$ cat src/rtl/irq_pkg.sv
// Shared definitions for the 9-channel interrupt request controller.
//   NUM_CH   : number of interrupt channels (channel 0 = highest priority)
//   ID_W     : channel ID width (2**ID_W > NUM_CH so NO_ID never aliases a channel)
//   NO_ID    : ID presented when no channel is presented or in service
//   state_t  : request/service FSM states
//   irq_out_t: registered CPU-facing output bundle
package irq_pkg;

    localparam int unsigned NUM_CH = 9;
    localparam int unsigned ID_W   = 4;

    localparam logic [ID_W-1:0] NO_ID = '1;

    typedef enum logic [1:0] {
        IDLE    = 2'd0,
        PRESENT = 2'd1,
        SERVICE = 2'd2
    } state_t;

    typedef struct packed {
        logic            valid;
        logic [ID_W-1:0] id;
        logic            busy;
        logic            spurious;
    } irq_out_t;

    localparam irq_out_t OUT_IDLE = '{valid: 1'b0, id: NO_ID, busy: 1'b0, spurious: 1'b0};

endpackage

$ cat src/rtl/irq_prio_enc.sv
// Combinational lowest-index-wins priority encoder.
//   cand : candidate request vector (bit 0 = highest priority)
//   any  : at least one candidate is set
//   id   : index of the lowest set candidate, NO_ID when none
module irq_prio_enc
    import irq_pkg::*;
(
    input  logic [NUM_CH-1:0] cand,
    output logic              any,
    output logic [ID_W-1:0]   id
);

    // Scan from the top down so the lowest set index is the last one written.
    always_comb begin
        any = |cand;
        id  = NO_ID;
        for (int i = int'(NUM_CH) - 1; i >= 0; i--) begin
            if (cand[i]) begin
                id = ID_W'(i);
            end
        end
    end

endmodule

$ cat src/rtl/irq_req_ctrl.sv
// Interrupt request controller: synchronises NUM_CH asynchronous request lines,
// keeps a per-channel pending vector (edge or level triggered), masks it, picks
// the lowest-index candidate and presents it to the CPU with a valid/ack
// handshake, then holds it in service until end-of-interrupt.
//   clk, rst_n : clock, asynchronous active-low reset
//   irq_in     : raw asynchronous request lines
//   edge_mode  : per channel, 1 = rising-edge triggered, 0 = level
//   mask       : per channel, 1 = excluded from selection (pending kept)
//   irq_valid  : a request is being presented
//   irq_id     : presented / in-service channel, NO_ID otherwise
//   irq_ack    : CPU accepts the presented request (PRESENT only)
//   eoi        : end-of-interrupt (SERVICE only)
//   busy       : a request is in service
//   spurious   : one-cycle pulse when a presented request is withdrawn
//   pending_o  : current pending vector
module irq_req_ctrl
    import irq_pkg::*;
(
    input  logic              clk,
    input  logic              rst_n,
    input  logic [NUM_CH-1:0] irq_in,
    input  logic [NUM_CH-1:0] edge_mode,
    input  logic [NUM_CH-1:0] mask,
    output logic              irq_valid,
    output logic [ID_W-1:0]   irq_id,
    input  logic              irq_ack,
    input  logic              eoi,
    output logic              busy,
    output logic              spurious,
    output logic [NUM_CH-1:0] pending_o
);

    logic [NUM_CH-1:0] sync1_q;
    logic [NUM_CH-1:0] sync2_q;
    logic [NUM_CH-1:0] sync_prev_q;
    logic [NUM_CH-1:0] pend_q;
    logic [NUM_CH-1:0] pend_n;
    logic [NUM_CH-1:0] rise;
    logic [NUM_CH-1:0] clr;
    logic [NUM_CH-1:0] cand;
    logic [NUM_CH-1:0] cur_oh;
    logic              cur_is_cand;

    logic              enc_any;
    logic [ID_W-1:0]   enc_id;

    state_t            state_q;
    state_t            state_n;
    logic [ID_W-1:0]   cur_id_q;
    logic [ID_W-1:0]   cur_id_n;
    irq_out_t          out_q;
    irq_out_t          out_n;

    // Two-flop synchroniser plus one history flop for rising-edge detection.
    always_ff @(posedge clk or negedge rst_n) begin
        if (!rst_n) begin
            sync1_q     <= '0;
            sync2_q     <= '0;
            sync_prev_q <= '0;
        end else begin
            sync1_q     <= irq_in;
            sync2_q     <= sync1_q;
            sync_prev_q <= sync2_q;
        end
    end

    // Pending update: edge channels latch rises and clear on ack (a rise in the
    // ack cycle wins); level channels simply track the synchronised line.
    always_comb begin
        cur_oh = NUM_CH'(1) << cur_id_q;
        rise   = sync2_q & ~sync_prev_q;
        clr    = '0;
        if ((state_q == PRESENT) && irq_ack) begin
            clr = cur_oh;
        end
        pend_n = (edge_mode & (rise | (pend_q & ~clr))) | (~edge_mode & sync2_q);
    end

    always_ff @(posedge clk or negedge rst_n) begin
        if (!rst_n) begin
            pend_q <= '0;
        end else begin
            pend_q <= pend_n;
        end
    end

    assign cand        = pend_q & ~mask;
    assign cur_is_cand = |(cand & cur_oh);

    irq_prio_enc u_prio_enc (
        .cand (cand),
        .any  (enc_any),
        .id   (enc_id)
    );

    // State, latched channel and registered outputs.
    always_ff @(posedge clk or negedge rst_n) begin
        if (!rst_n) begin
            state_q  <= IDLE;
            cur_id_q <= NO_ID;
            out_q    <= OUT_IDLE;
        end else begin
            state_q  <= state_n;
            cur_id_q <= cur_id_n;
            out_q    <= out_n;
        end
    end

    // Next state and next registered outputs. The presented ID is frozen in
    // cur_id, so later higher-priority arrivals wait for the next IDLE pass.
    always_comb begin
        state_n  = state_q;
        cur_id_n = cur_id_q;
        out_n    = OUT_IDLE;
        case (state_q)
            IDLE: begin
                if (enc_any) begin
                    state_n     = PRESENT;
                    cur_id_n    = enc_id;
                    out_n.valid = 1'b1;
                    out_n.id    = enc_id;
                end
            end
            PRESENT: begin
                if (irq_ack) begin
                    state_n    = SERVICE;
                    out_n.busy = 1'b1;
                    out_n.id   = cur_id_q;
                end else if (!cur_is_cand) begin
                    state_n        = IDLE;
                    out_n.spurious = 1'b1;
                end else begin
                    out_n.valid = 1'b1;
                    out_n.id    = cur_id_q;
                end
            end
            SERVICE: begin
                if (eoi) begin
                    state_n = IDLE;
                end else begin
                    out_n.busy = 1'b1;
                    out_n.id   = cur_id_q;
                end
            end
            default: begin
                state_n = IDLE;
            end
        endcase
    end

    assign irq_valid = out_q.valid;
    assign irq_id    = out_q.id;
    assign busy      = out_q.busy;
    assign spurious  = out_q.spurious;
    assign pending_o = pend_q;

endmodule

$ cat config.mk
export PLATFORM = sky130hd
export DESIGN_NAME = irq_req_ctrl
export DESIGN_NICKNAME = d
export VERILOG_FILES = /design/src/rtl/irq_pkg.sv /design/src/rtl/irq_prio_enc.sv /design/src/rtl/irq_req_ctrl.sv
export SDC_FILE = /design/constraint.sdc
export NUM_CORES = 1
export LEC_CHECK = 0
export CAP_MARGIN = 5
export CORE_ASPECT_RATIO = 1.25
export CORE_UTILIZATION = 50
export CTS_BUF_LIST = sky130_fd_sc_hd__clkbuf_4 sky130_fd_sc_hd__clkbuf_8
export CTS_CLUSTER_DIAMETER = 40
export CTS_CLUSTER_SIZE = 25
export DETAILED_ROUTE_END_ITERATION = 7
export GPL_TIMING_DRIVEN = 0
export PLACE_DENSITY = 0.89
export SETUP_SLACK_MARGIN = 0.2
export SYNTH_ARGS = -nofsm -noshare
export SYNTH_HDL_FRONTEND = slang
export SYNTH_HIERARCHICAL = 1
export SYNTH_SLANG_ARGS = --single-unit
$ cat constraint.sdc
create_clock -name clk -period 2.7 [get_ports clk]
set_input_delay 0.405 -clock clk [delete_from_list [all_inputs] [get_ports clk]]
set_output_delay 0.405 -clock clk [all_outputs]
set_load 0.05 [all_outputs]
==> qor.yml, run 1 <==
logic_synthesis:
  synth.area.mux_share: 0.0324
  synth_nets: 200
  synth_top_family_by_area: "simple AND/OR/NAND/NOR gates"
  synth-xor-area-share: 0
  netlist_area_um2: 2010
  yosys_most_used_dff: "dfrtp_1"
  synth_edf_count: 0
  synthSimpleGateAreaFrac: 0.178
  synth_adder_area_share: 0.0249
  syn_avg_cell_area_um2: 12.2
  seq_area_frac_synth: 0.616
  synth_warnings: 6
  ys_seq_elements: 49
  synth_compound_area_frac: 0.122
  yosysUniqueCellTypes: 40
  synthArstFlopShare: 1.00
  syn_inst: 165
clock_network:
  cts_buffers: 5
  htree_levels: 2
  clkSlewWorstSetupHoldPaths_ns: 0.09
  clk_latency_ns: 0.30
  holdBufCountCts: 0
  post-cts-setup-buffers: 0
  clkSinkCount: 49
  cts_resized: 0
  cts.root.buffer_cell: "clkbuf_8"
  cts_tree: "done"
  clk_path_buf_depth: 2
pwr:
  power.leakage_nw: 1.11
  peakVddDrop_mv: 0.487
  power_density_nw_per_um2: 912
timing:
  min_period_ns: 2.29
  tns_ns: 0
  worst_pin_slew_ns: 0.591
  fin_hold_ws_ns: 0.0966
  hold_violations: 0
  rsz0062_at_grt: "false"
  drv_slew: 0
  relSlewSlack: 0.606
  setup_viol: 0
  max_freq_mhz: 437
  final.setup_skew_ns: 0.00447
  fin_crit_sh: 0.847
setup_path:
  path_cells: "clkdlybuf4s50_1 -> nor2b_1 -> or4_4 -> nor2b_4 -> nand2b_1 -> o21ai_0 -> o21bai_1 -> mux2i_1"
  cp_max_fo: 3
  crit_arrival_ns: 2.51
  worst_setup_path_start_kind: "input port"
  cp.required_ns: 2.93
  cpPeakStageDelay_ns: 0.54
  slowest_stage: "or4_4"
  endpoint_kind: "flip-flop"
  criticalPathCategory: "input port to flip-flop"
cells_and_area:
  area_growth_pct: 31.9
  nFillCells: 306
  diodes: 0
  drive_above_1_share: 0.132
  fin_nets: 254
global_route:
  grt_util_all_layers: 0.209
  grt_overflow: 0
  grt_pass1_vias: 1453
  antenna_found_initial: 0
  grt_max_degree: 26
  grt_pass1_wl_um: 6560
job:
  cap_violations: 0
die:
  die_w_um: 58.7
  start_util: 0.526
  row_count: 25
  die_area_um2: 4270
  ios: 47
  die_y_um: 72.8
  fp.coreArea_um2: 3820
drt:
  via_count: 1447
  drt_first_iter_violations: 40
  routedWlPerCell_um: 14.3
  drcViolationCount: 0
  ant_nets: 0
  firstDrtPassIters: 4
  avgViaCountPerCell: 5.28
  drt-total-wl_um: 3920
status:
  status: "finished, final reports clean"
placement:
  gp_congestion: 0.907
  place.detailed.hpwl_um: 3030
  port_buffers: 46
worst_hold_path:
  worstHoldPathType: "input port to asynchronous set/reset pin"
-- through the flow --
stage,cells,instance area (um2),worst slack (ns),power (W),utilization
floorplan,165,2010,0.497,0.00169,-
finish,274,2650,0.412,0.00241,0.694
global route,274,2650,0.281,0.00255,0.694
CTS,274,2650,0.417,0.00243,0.694
global placement,265,2530,-0.0164,0.00198,0.664
detailed placement,266,2560,0.0913,0.00200,0.670
-- power breakdown --
part           internal (W)  switching (W)
Sequential         0.000902      0.0000645
Clock              0.000184       0.000247
Combinational      0.000402       0.000614
Total               0.00149       0.000926
-- cells by family after synthesis --
kind of cell	Yosys count
and+or+nand+nor	64
DFF	49
muxes	6
AOI/OAI and AO/OA	30
adders and majority gates	4
buffers and inverters	12
-- path summary, 6_finish.rpt --
path / to / start / depth (start not counted) / slack (ns)
setup / recovery: state_q[0]$_DFFE_PN0P_ / mask[3] / 8 / 0.41
hold / removal: sync_prev_q[8]$_DFF_PN0_ / rst_n / 1 / 0.1
setup reg to reg: state_q[0]$_DFFE_PN0P_ / pending_o[3]$_DFF_PN0_ / 7 / 0.51
hold reg to reg: sync2_q[0]$_DFF_PN0_ / sync1_q[0]$_DFF_PN0_ / 0 / 0.35
max in group asynchronous: sync_prev_q[2]$_DFF_PN0_ / rst_n / 2 / 2.09
min in group clk: sync2_q[0]$_DFF_PN0_ / sync1_q[0]$_DFF_PN0_ / 0 / 0.35
-- layout by cell type, fill, tap and decap left out, types with 4 or more instances in the layout --
master / instances
clkdlybuf4s50_1: 45
dfrtp_1: 41
nand2_1: 21
nor2b_1: 10
a32o_1: 9
inv_1: 8
dfstp_2: 8
nor2_1: 6
o21ai_0: 5
clkbuf_8: 5
nand2b_1: 4
nor3_1: 4
nand3_1: 4
mux2_2: 4
ha_1: 4
-- critical path: cells and delay by family --
family	cells	cell delay (ns)
AOI/OAI and AO/OA	2	0.50
muxes	1	0.21
and+or+nand+nor	4	0.89
buffers and inverters	1	0.50
-- synth_stat cells (4+ instances only) --
library cell	count	share of area
nand2_1	21	0.039
nand2b_1	4	0.012
nor2b_1	10	0.031
a32o_1	9	0.045
mux2_2	4	0.022
nor2_1	6	0.011
ha_1	4	0.025
nor3_1	4	0.010
dfstp_2	8	0.10
dfrtp_1	41	0.51
inv_1	8	0.015
o21ai_0	5	0.012
nand3_1	4	0.010
-- routing by layer --
layer,part of all wire,global-route usage,up-vias
met5,0,0,-
met4,0.0064,0.0608,0
met3,0.037,0.0532,5
met2,0.51,0.372,40
met1,0.44,0.249,710
li1,-,-,692
-- flip-flops by register name (all words and copies together), names as in the netlist --
name	flops
pending_o	9
sync1_q	9
sync2_q	9
sync_prev_q	9
cur_id_q	4
irq_id	4
state_q	2
busy	1
irq_valid	1
spurious	1
-- final cells by class --
type                            instances  area [um2]  share of cell area
Clock inverter                          3        21.3             0.00803
Multi-Input combinational cell        104         716               0.270
Clock buffer                            5        68.8              0.0260
Sequential cell                        49        1240               0.467
Buffer                                  4        25.0             0.00945
Inverter                                8        30.0              0.0113
Tap cell                               54        67.6              0.0255
Timing Repair Buffer                   47         483               0.182
(Power assumes the default switching activity.)
==> run 2, diff against run 1 <==
--- a/config.mk
+++ b/config.mk
@@ -7,13 +7,13 @@
 export LEC_CHECK = 0
 export CAP_MARGIN = 5
 export CORE_ASPECT_RATIO = 1.25
-export CORE_UTILIZATION = 50
+export CORE_UTILIZATION = 46
 export CTS_BUF_LIST = sky130_fd_sc_hd__clkbuf_4 sky130_fd_sc_hd__clkbuf_8
 export CTS_CLUSTER_DIAMETER = 40
 export CTS_CLUSTER_SIZE = 25
 export DETAILED_ROUTE_END_ITERATION = 7
 export GPL_TIMING_DRIVEN = 0
-export PLACE_DENSITY = 0.89
+export PLACE_DENSITY = 0.86
 export SETUP_SLACK_MARGIN = 0.2
 export SYNTH_ARGS = -nofsm -noshare
 export SYNTH_HDL_FRONTEND = slang
==> constraint.sdc (replaced) <==
create_clock -name clk -period 1.95 [get_ports clk]
set_input_delay 0.2925 -clock clk [delete_from_list [all_inputs] [get_ports clk]]
set_output_delay 0.2925 -clock clk [all_outputs]
set_load 0.05 [all_outputs]
==> run 2 against run 1 <==
Against the previous run: the run now ends with negative setup slack left; combinational power up 61%; sequential power is 39% higher; clock skew is 0.0095 ns higher; setup slack worse by 0.43 ns; global-route usage is 1.2 points lower; total power is 54% higher; count of clock-buffer cells in the layout is the same; register-to-register slack got worse by 0.52 ns; via count up 7.3%; cell count up 4.4%; critical endpoint is now irq_id[3]$_DFF_PN1_; largest power group unchanged; highest routed layer unchanged.
==> qor.yml, run 2 (synthesis results as in run 1) <==
timing:
  final.setup_skew_ns: 0.0140  # +0.00955 ns
  drv_slew: 0  # unchanged
  fin_crit_sh: 1.01
  hold_violations: 0  # unchanged
  tns_ns: -0.0131  # -0.0131 ns
  min_period_ns: 1.96
  timing.final.ws_setup_ns: -0.0131  # -0.425 ns
  max_freq_mhz: 509
  setup_viol: 1  # +1
  relSlewSlack: 0.663  # +0.0570
  worst_pin_slew_ns: 0.505  # -0.0863 ns
  rsz0062_at_grt: "true"
die:
  die_w_um: 61.1  # +4.1%
  start_util: 0.486  # -0.0401
  die_y_um: 75.9  # +4.1%
  row_count: 26  # +4.0%
  fp.coreArea_um2: 4130  # +8.3%
  ios: 47  # unchanged
  die_area_um2: 4630  # +8.4%
setup_path:
  crit_end: "irq_id[3]$_DFF_PN1_"
  timing.rr.end: "irq_id[3]$_DFF_PN1_"
  cp_max_fo: 3  # unchanged
  critical_path_cell_count: 9  # +1
  rr_worst_depth: 9  # +2
  r2r_start: "pending_o[2]$_DFF_PN0_"
  rrSetupSlack_ns: -0.01  # -0.52 ns
  cp.required_ns: 2.21  # -0.72 ns
  criticalPathCategory: "flip-flop to flip-flop"
  endpoint_kind: "flip-flop"
  crit_start: "pending_o[2]$_DFF_PN0_"
  worst_setup_path_start_kind: "flip-flop"
  cp_num_buf_inv: 2  # +1
  critPathMostFrequentCell: "nor2b_4"
  crit_family: "simple AND/OR/NAND/NOR gates"
  slowest_stage: "or4_4"
  cpPeakStageDelay_ns: 0.54  # about the same
  crit_arrival_ns: 2.22  # -0.29 ns
  path_cells: "nor2b_4 -> or4_4 -> nor2b_4 -> nand2b_4 -> buf_6 -> inv_4 -> a221o_1 -> a221oi_2 -> nand2_1"
cells_and_area:
  final_cell_mix: "dfrtp_1, clkdlybuf4s50_1, nand2_1"
  fin_nets: 264  # +3.9%
  diodes: 0  # unchanged
  finalNonFillerCells: 286  # +4.4%
  fin_util: 0.699  # +0.00550
  final_common_cell: "dfrtp_1"
  drive_above_1_share: 0.304  # +0.173
  nFillCells: 291  # -4.9%
  area_growth_pct: 44.0
  fin_area_um2: 2890  # +9.1%
placement:
  port_buffers: 46  # unchanged
  placed_cells: 268  # +0.75%
  place.detailed.hpwl_um: 2950  # -2.7%
  placed_cell_area_um2: 2600  # +1.7%
  gp_congestion: 0.839  # -7.5%
global_route:
  grt_util_all_layers: 0.197  # -0.0122
  grt_pass1_wl_um: 6490  # -1.1%
  grt_overflow: 0  # unchanged
  grt_max_degree: 34  # +31%
  antenna_found_initial: 0  # unchanged
  grt_pass1_vias: 1417  # -2.5%
clock_network:
  clkSinkCount: 49  # unchanged
  clk_path_buf_depth: 2  # unchanged
  cts_buffers: 5  # unchanged
  cts.root.buffer_cell: "clkbuf_8"
  htree_levels: 2  # unchanged
  clkSlewWorstSetupHoldPaths_ns: 0.10  # about the same
  cts_tree: "done"
  clk_latency_ns: 0.31  # about the same
drt:
  drcViolationCount: 0  # unchanged
  routedWlPerCell_um: 15.3  # +6.8%
  ant_nets: 0  # unchanged
  firstDrtPassIters: 4  # unchanged
  via_count: 1552  # +7.3%
  avgViaCountPerCell: 5.43  # +2.8%
  drt_first_iter_violations: 44  # +10%
  drt-total-wl_um: 4370  # +11%
pwr:
  p_comb_frac: 0.442  # +0.021
  clkPwrFrac: 0.197  # +0.018
  seq_power_share: 0.361  # -0.040
  power_density_nw_per_um2: 1290  # +41%
  p_sw_frac: 0.386  # +0.00216
  peakVddDrop_mv: 0.637  # +31%
  power_switching_w: 0.00143  # +55%
  power.leakage_nw: 1.27  # +15%
  p_int_w: 0.00228  # +54%
worst_hold_path:
  worstHoldPathType: "flip-flop to flip-flop"
status:
  status: "finished with violations"
  violations: "negative setup slack"
job:
  cap_violations: 0  # unchanged
run 2: cell count changes in the layout (fill, tap and decap cells not counted), sizes merged:
cell	previous run	this run
dlygate4sd3	0	1
bufinv	0	1
inv	9	8
dlymetal6s2s	0	3
dlygate4sd2	0	15
buf	5	14
clkdlybuf4s50	45	27
run 2: how the worst min path moves through the flow:
stage          depth (start not counted)                  from                    to  slack [ns]
5_1_grt                                0  sync1_q[0]$_DFF_PN0_  sync2_q[0]$_DFF_PN0_        0.37
6_report                               0  sync1_q[3]$_DFF_PN0_  sync2_q[3]$_DFF_PN0_        0.36
4_1_cts                                0  sync1_q[6]$_DFF_PN0_  sync2_q[6]$_DFF_PN0_        0.36
2_1_floorplan                          0                 rst_n        busy$_DFF_PN0_      -0.003
3_3_place_gp                           0  sync1_q[1]$_DFF_PN0_  sync2_q[1]$_DFF_PN0_        0.33
3_5_place_dp                           1                 rst_n        busy$_DFF_PN0_        0.24
run 2: power groups by stage:
stage	sequential [W]	clock, W	combinational, W
floorplan	0.00168	0	0.000709
global placement	0.00136	0	0.00142
detailed placement	0.00137	0	0.00145
CTS	0.00134	0.000738	0.00147
global route	0.00136	0.000771	0.00174
finish	0.00134	0.000733	0.00164
run 2: layout make-up:
type | instances | area [um2] | area share
timing repair buffer | 57 | 549 | 0.190
inverter | 8 | 32.5 | 0.0113
buffer | 4 | 32.5 | 0.0113
sequential | 49 | 1250 | 0.431
multi-input combinational | 104 | 843 | 0.292
tap | 56 | 70.1 | 0.0243
clock inverter | 3 | 46.3 | 0.0160
clock buffer | 5 | 68.8 | 0.0238
run 2: per-stage QoR:
| stage | setup slack [ns] | power (W) | hold slack, ns |
|---|---|---|---|
| after global routing | -0.0541 | 0.00388 | 0.372 |
| after CTS | 0.0106 | 0.00355 | 0.360 |
| after global placement | -0.823 | 0.00278 | 0.332 |
| after floorplan | -0.0349 | 0.00239 | -0.00309 |
| after detailed placement | -0.413 | 0.00282 | 0.242 |
| final | -0.0131 | 0.00372 | 0.356 |
run 2: repair_timing:
action	CTS	global route
gates resized for setup	22	22
pin swaps	5	8
gates cloned	0	0
hold buffers	1	0
endpoints found under the hold margin	10	0
setup endpoints to repair	23	19
buffers inserted	6	3
run 2: routing by layer:
layer / GRT usage / vias up / part of all wire / routed length [um]
li1: - / 714 / - / -
met3: 0.0475 / 7 / 0.052 / 226
met5: 0 / - / 0 / 0
met1: 0.252 / 777 / 0.42 / 1850
met4: 0.0808 / 0 / 0.016 / 68
met2: 0.320 / 54 / 0.51 / 2220
